`src/rtl/video_timing_gen_if.sv`:
```
// Bundle between the video timing generator and its pixel source / TMDS sink.
// master: the timing generator. slave: the side that supplies pixels and
// consumes the timed video stream.
interface video_timing_gen_if;
  logic [1:0]  i_pattern;
  logic [23:0] i_bgr;
  logic        o_req;
  logic [11:0] o_x;
  logic [11:0] o_y;
  logic        o_hs;
  logic        o_vs;
  logic        o_de;
  logic [23:0] o_bgr;
  logic        o_frame_start;

  modport master (
    input  i_pattern, i_bgr,
    output o_req, o_x, o_y, o_hs, o_vs, o_de, o_bgr, o_frame_start
  );

  modport slave (
    output i_pattern, i_bgr,
    input  o_req, o_x, o_y, o_hs, o_vs, o_de, o_bgr, o_frame_start
  );
endinterface

```
`src/rtl/video_timing_gen.sv`:
```
// Video timing generator: h/v counters (stage 0), pixel request and
// coordinates (stage 1), registered sync/DE/pixel outputs (stage 2).
// Optional internal test-pattern generator enabled by defining
// VIDEO_TIMING_GEN_PATTERN_EN; without it o_bgr is the external i_bgr.
module video_timing_gen #(
  parameter int H_ACTIVE = 640,
  parameter int H_FP     = 16,
  parameter int H_SYNC   = 96,
  parameter int H_BP     = 48,
  parameter int V_ACTIVE = 480,
  parameter int V_FP     = 10,
  parameter int V_SYNC   = 2,
  parameter int V_BP     = 33,
  parameter bit HS_POL   = 1'b0,
  parameter bit VS_POL   = 1'b0
) (
  input  logic               i_clk,
  input  logic               i_rst,
  video_timing_gen_if.master vif
);

  localparam int H_TOTAL = H_ACTIVE + H_FP + H_SYNC + H_BP;
  localparam int V_TOTAL = V_ACTIVE + V_FP + V_SYNC + V_BP;

  localparam logic [11:0] H_ACT   = 12'(H_ACTIVE);
  localparam logic [11:0] H_SS    = 12'(H_ACTIVE + H_FP);
  localparam logic [11:0] H_SE    = 12'(H_ACTIVE + H_FP + H_SYNC);
  localparam logic [11:0] H_LAST  = 12'(H_TOTAL - 1);
  localparam logic [11:0] V_ACT   = 12'(V_ACTIVE);
  localparam logic [11:0] V_SS    = 12'(V_ACTIVE + V_FP);
  localparam logic [11:0] V_SE    = 12'(V_ACTIVE + V_FP + V_SYNC);
  localparam logic [11:0] V_LAST  = 12'(V_TOTAL - 1);

  // ---- stage 0: raster counters and region decode
  logic [11:0] h_p0, v_p0;
  logic        active_p0, hs_p0, vs_p0, fs_p0;

  // Free-running raster position; v advances when h wraps
  always_ff @(posedge i_clk or posedge i_rst) begin
    if (i_rst) begin
      h_p0 <= '0;
      v_p0 <= '0;
    end else if (h_p0 == H_LAST) begin
      h_p0 <= '0;
      v_p0 <= (v_p0 == V_LAST) ? 12'd0 : v_p0 + 12'd1;
    end else begin
      h_p0 <= h_p0 + 12'd1;
    end
  end

  // Region flags for the current raster position
  always_comb begin
    active_p0 = (h_p0 < H_ACT) && (v_p0 < V_ACT);
    hs_p0     = (h_p0 >= H_SS) && (h_p0 < H_SE);
    vs_p0     = (v_p0 >= V_SS) && (v_p0 < V_SE);
    fs_p0     = (h_p0 == 12'd0) && (v_p0 == 12'd0);
  end

  // ---- stage 1: pixel request, coordinates, delayed flags
  logic        req_p1, hs_p1, vs_p1, fs_p1;
  logic [11:0] x_p1, y_p1;
  logic [23:0] pix_p1;

  // Request/coordinates for the external source; coordinates park at 0
  always_ff @(posedge i_clk or posedge i_rst) begin
    if (i_rst) begin
      req_p1 <= 1'b0;
      x_p1   <= '0;
      y_p1   <= '0;
      hs_p1  <= 1'b0;
      vs_p1  <= 1'b0;
      fs_p1  <= 1'b0;
    end else begin
      req_p1 <= active_p0;
      x_p1   <= active_p0 ? h_p0 : 12'd0;
      y_p1   <= active_p0 ? v_p0 : 12'd0;
      hs_p1  <= hs_p0;
      vs_p1  <= vs_p0;
      fs_p1  <= fs_p0 && active_p0;
    end
  end

`ifdef VIDEO_TIMING_GEN_PATTERN_EN
  localparam logic [11:0] BAR_LAST = 12'(H_ACTIVE / 8 - 1);

  logic [1:0]  pat_sel;
  logic [11:0] bar_px;
  logic [2:0]  bar_idx;

  function automatic logic [23:0] bar_color(input logic [2:0] idx);
    case (idx)
      3'd0:    bar_color = 24'hFFFFFF;
      3'd1:    bar_color = 24'h00FFFF;
      3'd2:    bar_color = 24'hFFFF00;
      3'd3:    bar_color = 24'h00FF00;
      3'd4:    bar_color = 24'hFF00FF;
      3'd5:    bar_color = 24'h0000FF;
      3'd6:    bar_color = 24'hFF0000;
      default: bar_color = 24'h000000;
    endcase
  endfunction

  // Pattern select is frozen for a whole frame, taken at raster origin
  always_ff @(posedge i_clk or posedge i_rst) begin
    if (i_rst)      pat_sel <= 2'd0;
    else if (fs_p0) pat_sel <= vif.i_pattern;
  end

  // Bar position tracks the stage-1 column; restarts every line
  always_ff @(posedge i_clk or posedge i_rst) begin
    if (i_rst) begin
      bar_px  <= '0;
      bar_idx <= '0;
    end else if (h_p0 == 12'd0) begin
      bar_px  <= '0;
      bar_idx <= '0;
    end else if (bar_px == BAR_LAST) begin
      bar_px  <= '0;
      bar_idx <= bar_idx + 3'd1;
    end else begin
      bar_px  <= bar_px + 12'd1;
    end
  end

  // Pattern pixel for the stage-1 coordinate
  always_comb begin
    pix_p1 = 24'h000000;
    case (pat_sel)
      2'd0:    pix_p1 = bar_color(bar_idx);
      2'd1:    pix_p1 = (x_p1[3] ^ y_p1[3]) ? 24'hFFFFFF : 24'h000000;
      2'd2:    pix_p1 = {3{x_p1[7:0]}};
      default: pix_p1 = vif.i_bgr;
    endcase
  end
`else
  logic unused_pattern;
  assign unused_pattern = ^vif.i_pattern;

  // External pixel arrives during the request cycle
  always_comb begin
    pix_p1 = vif.i_bgr;
  end
`endif

  // ---- stage 2: registered video outputs
  logic        hs_p2, vs_p2, de_p2, fs_p2;
  logic [23:0] bgr_p2;

  // Apply sync polarity and blank pixel data outside the active area
  always_ff @(posedge i_clk or posedge i_rst) begin
    if (i_rst) begin
      hs_p2  <= ~HS_POL;
      vs_p2  <= ~VS_POL;
      de_p2  <= 1'b0;
      fs_p2  <= 1'b0;
      bgr_p2 <= '0;
    end else begin
      hs_p2  <= hs_p1 ? HS_POL : ~HS_POL;
      vs_p2  <= vs_p1 ? VS_POL : ~VS_POL;
      de_p2  <= req_p1;
      fs_p2  <= fs_p1;
      bgr_p2 <= req_p1 ? pix_p1 : 24'h000000;
    end
  end

  assign vif.o_req         = req_p1;
  assign vif.o_x           = x_p1;
  assign vif.o_y           = y_p1;
  assign vif.o_hs          = hs_p2;
  assign vif.o_vs          = vs_p2;
  assign vif.o_de          = de_p2;
  assign vif.o_bgr         = bgr_p2;
  assign vif.o_frame_start = fs_p2;

endmodule
```
`src/flat_wrapper.sv`:
```
// flat-port wrapper written by rule: the top's interface ports become plain ports
module video_timing_gen_flat 
#(
  parameter int H_ACTIVE = 640,
  parameter int H_FP     = 16,
  parameter int H_SYNC   = 96,
  parameter int H_BP     = 48,
  parameter int V_ACTIVE = 480,
  parameter int V_FP     = 10,
  parameter int V_SYNC   = 2,
  parameter int V_BP     = 33,
  parameter bit HS_POL   = 1'b0,
  parameter bit VS_POL   = 1'b0
)
  (i_clk, i_rst, vif_i_pattern, vif_i_bgr, vif_o_req, vif_o_x, vif_o_y, vif_o_hs, vif_o_vs, vif_o_de, vif_o_bgr, vif_o_frame_start);
  video_timing_gen_if vif_i ();
  input  logic i_clk;
  input  logic i_rst;
  input wire logic [$bits(vif_i.i_pattern)-1:0] vif_i_pattern;
  input wire logic [$bits(vif_i.i_bgr)-1:0] vif_i_bgr;
  output wire logic [$bits(vif_i.o_req)-1:0] vif_o_req;
  output wire logic [$bits(vif_i.o_x)-1:0] vif_o_x;
  output wire logic [$bits(vif_i.o_y)-1:0] vif_o_y;
  output wire logic [$bits(vif_i.o_hs)-1:0] vif_o_hs;
  output wire logic [$bits(vif_i.o_vs)-1:0] vif_o_vs;
  output wire logic [$bits(vif_i.o_de)-1:0] vif_o_de;
  output wire logic [$bits(vif_i.o_bgr)-1:0] vif_o_bgr;
  output wire logic [$bits(vif_i.o_frame_start)-1:0] vif_o_frame_start;
  assign vif_i.i_pattern = vif_i_pattern;
  assign vif_i.i_bgr = vif_i_bgr;
  assign vif_o_req = vif_i.o_req;
  assign vif_o_x = vif_i.o_x;
  assign vif_o_y = vif_i.o_y;
  assign vif_o_hs = vif_i.o_hs;
  assign vif_o_vs = vif_i.o_vs;
  assign vif_o_de = vif_i.o_de;
  assign vif_o_bgr = vif_i.o_bgr;
  assign vif_o_frame_start = vif_i.o_frame_start;
  video_timing_gen #(.H_ACTIVE(H_ACTIVE), .H_FP(H_FP), .H_SYNC(H_SYNC), .H_BP(H_BP), .V_ACTIVE(V_ACTIVE), .V_FP(V_FP), .V_SYNC(V_SYNC), .V_BP(V_BP), .HS_POL(HS_POL), .VS_POL(VS_POL)) u_core (.i_clk(i_clk), .i_rst(i_rst), .vif(vif_i));
endmodule
```
`config.mk`:
```
export PLATFORM = sky130hd
export DESIGN_NAME = video_timing_gen_flat
export DESIGN_NICKNAME = d
export VERILOG_FILES = /design/src/rtl/video_timing_gen_if.sv /design/src/rtl/video_timing_gen.sv /design/src/flat_wrapper.sv
export SDC_FILE = /design/constraint.sdc
export NUM_CORES = 1
export LEC_CHECK = 0
export BUFFER_PORTS_ARGS = -buffer_cell sky130_fd_sc_hd__clkbuf_2
export CORE_MARGIN = 2
export CORE_UTILIZATION = 52
export CTS_CLUSTER_DIAMETER = 30
export DETAILED_ROUTE_END_ITERATION = 10
export PLACE_DENSITY = 0.76
export SKIP_CTS_REPAIR_TIMING = 1
export SLEW_MARGIN = 20
export SYNTH_ARGS = -nofsm -noshare
export SYNTH_HDL_FRONTEND = slang
export SYNTH_SLANG_ARGS = --single-unit
```
`constraint.sdc`:
```
create_clock -name i_clk -period 2.8 [get_ports i_clk]
set_input_delay 0.14 -clock i_clk [delete_from_list [all_inputs] [get_ports i_clk]]
set_output_delay 0.14 -clock i_clk [all_outputs]
set_load 0.02 [all_outputs]
```
Yosys cells after proc, flatten, opt, wreduce, memory -nomap -nowiden
Cells that the tools add are included.

storage, ports and cells
  output and inout bits = 53
  bits in registers = 80
  logic and storage cells = 37
  bits of input ports = 28

operators by class
  eq/ne operators = 2
  magnitude comparators = 6
  reduce and logical (&&, ||, !) cells = 7
  mux-type cells = 7
  add/sub/neg operators = 2

operators by type and width
  kind                                                                 number
  2-to-1 mux 12 bit                                                    4
  adder 12 x 1 -> 12 bit, second input constant                        2
  equality test 12 x 10 -> 1 bit, second input constant                2
  zero test 12 bit                                                     2
  less-than comparator 12 x 10 -> 1 bit, second input constant         2
  less-than comparator 12 x 9 -> 1 bit, second input constant          2
  2-to-1 mux 24 bit                                                    1
  greater-or-equal comparator 12 x 10 -> 1 bit, second input constant  1
  greater-or-equal comparator 12 x 9 -> 1 bit, second input constant   1
  logical AND 1 bit                                                    5
  2-to-1 mux 1 bit                                                     2

Depth between registers and ports, before layout
  word-level depth = 3
  gate-level depth with buffers = 6
  depth with buffers taken out = 5

Worst setup path after synthesis
No wires, ideal clock.

  kind = register to register
  from = register u_core.h_p0[6]
  to = register u_core.v_p0[8]
  slack = 0.777 ns
  arrival = 1.940 ns
  cell stages (with the launch flop) = 6
  setup time = 0.083 ns
  buffers on the path = 1
  clock period less this slack = 2.023 ns
  required time = 2.717 ns
  cell sequence = dfrtp_1 or3_4 or4_1 buf_2 or4_1 o21ai_0

on the way
  longest elaborated chain between the ends = 1

ends and longest elaborated chain
  element                         RTL line                text
  from (decl)                     video_timing_gen.sv:35  logic [11:0] h_p0, v_p0;
  from (signal assigned)          video_timing_gen.sv:47  h_p0 <= h_p0 + 12'd1;
  equality test 12 x 10 -> 1 bit  video_timing_gen.sv:43  end else if (h_p0 == H_LAST) begin
  to (signal assigned)            video_timing_gen.sv:45  v_p0 <= (v_p0 == V_LAST) ? 12'd0 : v_p0 + 12'd1;
  to (decl)                       video_timing_gen.sv:35

No other way between the ends.
A chain may end at the register's enable or synchronous reset.

Worst setup path in the final report
  from = register u_core.h_p0[0]
  to = register u_core.v_p0[1]

Same word-level chain as after synthesis.

==> metrics.yaml <==
root_buffer: "clkbuf_8"
layout.nets: 386
synth_top_family_by_area: "simple AND/OR/NAND/NOR gates"
period_share_pct: 80.80
vdd_ir_drop_max_mv: 0.3410
numCtsBuffers: 9
synthSimpleGateAreaFrac_pct: 22.10
power_mw: 2.185
io_buffer_count: 78
clkLatencyLatePin_ns: 0.35
antenna_found_initial: 0
start_util_pct: 52.93
grt_busiest_layer: "met2"
core_sq_um: 5851
ys_types: 33
drive_above_1_share_pct: 29.81
synthMuxAreaShare_pct: 0
use_met1_pct: 23.83
synth_fa_ha_area_share_pct: 1.616
viasPerCell: 5.081
rsz0062_at_grt: "no"
worst_ep_arrival_time_ns: 2.56
path_class: "register to register"
fin_util_pct: 66.08
ant_nets: 0
synth_top_cells_by_area: "dfrtp_1 63%, and2_1 8.7%, o21ai_0 2.1%"
syn_area_per_cell_sq_um: 11.86
cp_max_fo: 10
dieArea_sq_um: 6589
route.detailed.drc: 0
boundaryPins: 81
grt_usage_pct: 19.42
grt_util_met3_pct: 6.111
hold_class: "primary input to register"
die_h_um: 81.17
fmaxAchievable_ghz: 0.4420
grt_overflow: 0
place.gp.congestion: 0.8213
htree_levels: 3
min_period_ns: 2.262
syn_area_sq_um: 3097
leakage_nw: 1.903
syn2layout_area_growth_pct: 24.85
p_per_area_nw_per_um2: 565.2
grt_pass1_vias: 2022
skew_ns: 0.006917
n_antenna_cell: 0
setup_tns_ns: 0
wl_per_cell_um: 14.07
place_hpwl_um: 4199
cts_tree: "done"
synthMostInstantiatedCell: "dfrtp_1"
ys.flop_type: "dfrtp_1"
grt.met2_usage_pct: 31.24
synth-edff-count: 0
rows: 28
slew_violations: 0
synth.top_cell.area_share_pct: 63.03
seq_area_frac_synth_pct: 64.73
synth.top_cells.by_count: "78 x dfrtp_1, 43 x and2_1, 14 x nor2_1, 13 x o21ai_0, 11 x inv_1"
ys_seq_elements: 80
grt_max_degree: 43
grt_pass1_wl_um: 9432
chipWidth_um: 81.17
setup_viol: 0
synthXorXnorAreaFrac_pct: 2.545
worstPathRequired_ns: 3.09
hold_viol: 0
cp-end-kind: "register"
hold_ws_ns: 0.003555
worst_slew_pin_slew_ns: 0.6929
synth_top_area_cell: "dfrtp_1"
drt_iter0_markers: 116
path_clk_slew_ns: 0.09
cts_buffer_depth: 2
ys_async_sr_fraction_pct: 100.0
dr.pass1.iters: 4
cts.sink_count: 80
wl_um: 6105
maxCapViolCount: 0
ys_warn_count: 0
status: "finished, final reports clean"
via_count: 2205
max_slew_margin_pct: 53.75
synthCells: 261
synth_compound_area_share_pct: 5.172
start_kind: "register"
[per-layer routing]
layer,wire length (um),vias to the layer above
met1,2602,1046
met2,2907,91
met4,104,0
met3,490,12
met5,0,-
li1,-,1056
[critical path: stages, from the launching register on]
cell and delay (ns):
dfrtp_1 0.43, ha_1 0.22, nand3_1 0.18, or4_1 0.73, nor2_1 0.43, a22o_2 0.21
[sequential cells by signal, summed over array words and instances, names as in the netlist, 12 cells and up]
name	count
u_core.vif.o_bgr	24
u_core.vif.o_x	12
u_core.h_p0	12
u_core.v_p0	12
u_core.vif.o_y	12
[per-stage QoR]
| stage | cells | setup slack (ns) | instance area, sq um |
|---|---|---|---|
| detailed placement | 409 | 0.5673 | 3567 |
| global placement | 409 | 0.6203 | 3567 |
| CTS | 425 | 0.5497 | 3776 |
| global route | 434 | 0.3427 | 3866 |
| finish | 434 | 0.5376 | 3866 |
| floorplan | 265 | 0.6116 | 3112 |
[path summary, 6_finish.rpt]
path	start	slack (ns)	to	cells after the start
worst max-delay path	u_core.h_p0[0]	0.54	u_core.v_p0[1]	5
min in group asynchronous	i_rst	0.41	u_core.v_p0[7]	3
worst max register to register	u_core.h_p0[0]	0.54	u_core.v_p0[1]	5
worst min register to register	u_core.vs_p1	0.35	u_core.vif.o_vs	1
max in group asynchronous	i_rst	1.65	u_core.vif.o_vs	4
worst min-delay path	vif_i_bgr[11]	0.004	u_core.vif.o_bgr[11]	2
[logic make-up (layout without fill, tap and decap cells)]
family,count (synthesis),count (layout)
simple gates,116,116
fa+ha+maj,4,4
xor+xnor,9,9
other cells,1,5
flops,80,80
compound gates,26,26
buf+inv,25,119
[power by group]
group / switching [mW] / total, mW / internal, mW
sequential: 0.00596 / 1.18 / 1.18
clock: 0.457 / 0.889 / 0.432
combinational: 0.0699 / 0.115 / 0.0452
[cell type report]
type	count	area, sq um
Sequential cell	80	2004
Clock inverter	7	85.08
Clock buffer	9	123.9
Tap cell	75	93.84
Inverter	11	42.54
Timing Repair Buffer	92	518.0
Fill cell	444	1984
Multi-Input combinational cell	160	998.5
[cell usage in the layout, fill, tap and decap left out, types with 2 or more instances in the layout]
master / instances
nand2_1: 7
or4_1: 4
clkbuf_2: 78
and2_1: 43
inv_6: 4
dlygate4sd3_1: 9
nor2b_1: 3
dfstp_2: 2
xor2_1: 5
nor2_1: 14
nand3_1: 10
and3_1: 2
xnor2_1: 4
o21ai_0: 13
a22o_1: 6
a21oi_1: 5
clkbuf_8: 9
nor3_1: 8
inv_1: 10
nor4_1: 4
conb_1: 5
nand4b_1: 2
and4_1: 4
ha_1: 4
nand4_1: 7
or3_1: 2
dfrtp_1: 78
buf_4: 5
and2_2: 2
Note: power is estimated with default switching activity, not from simulation.
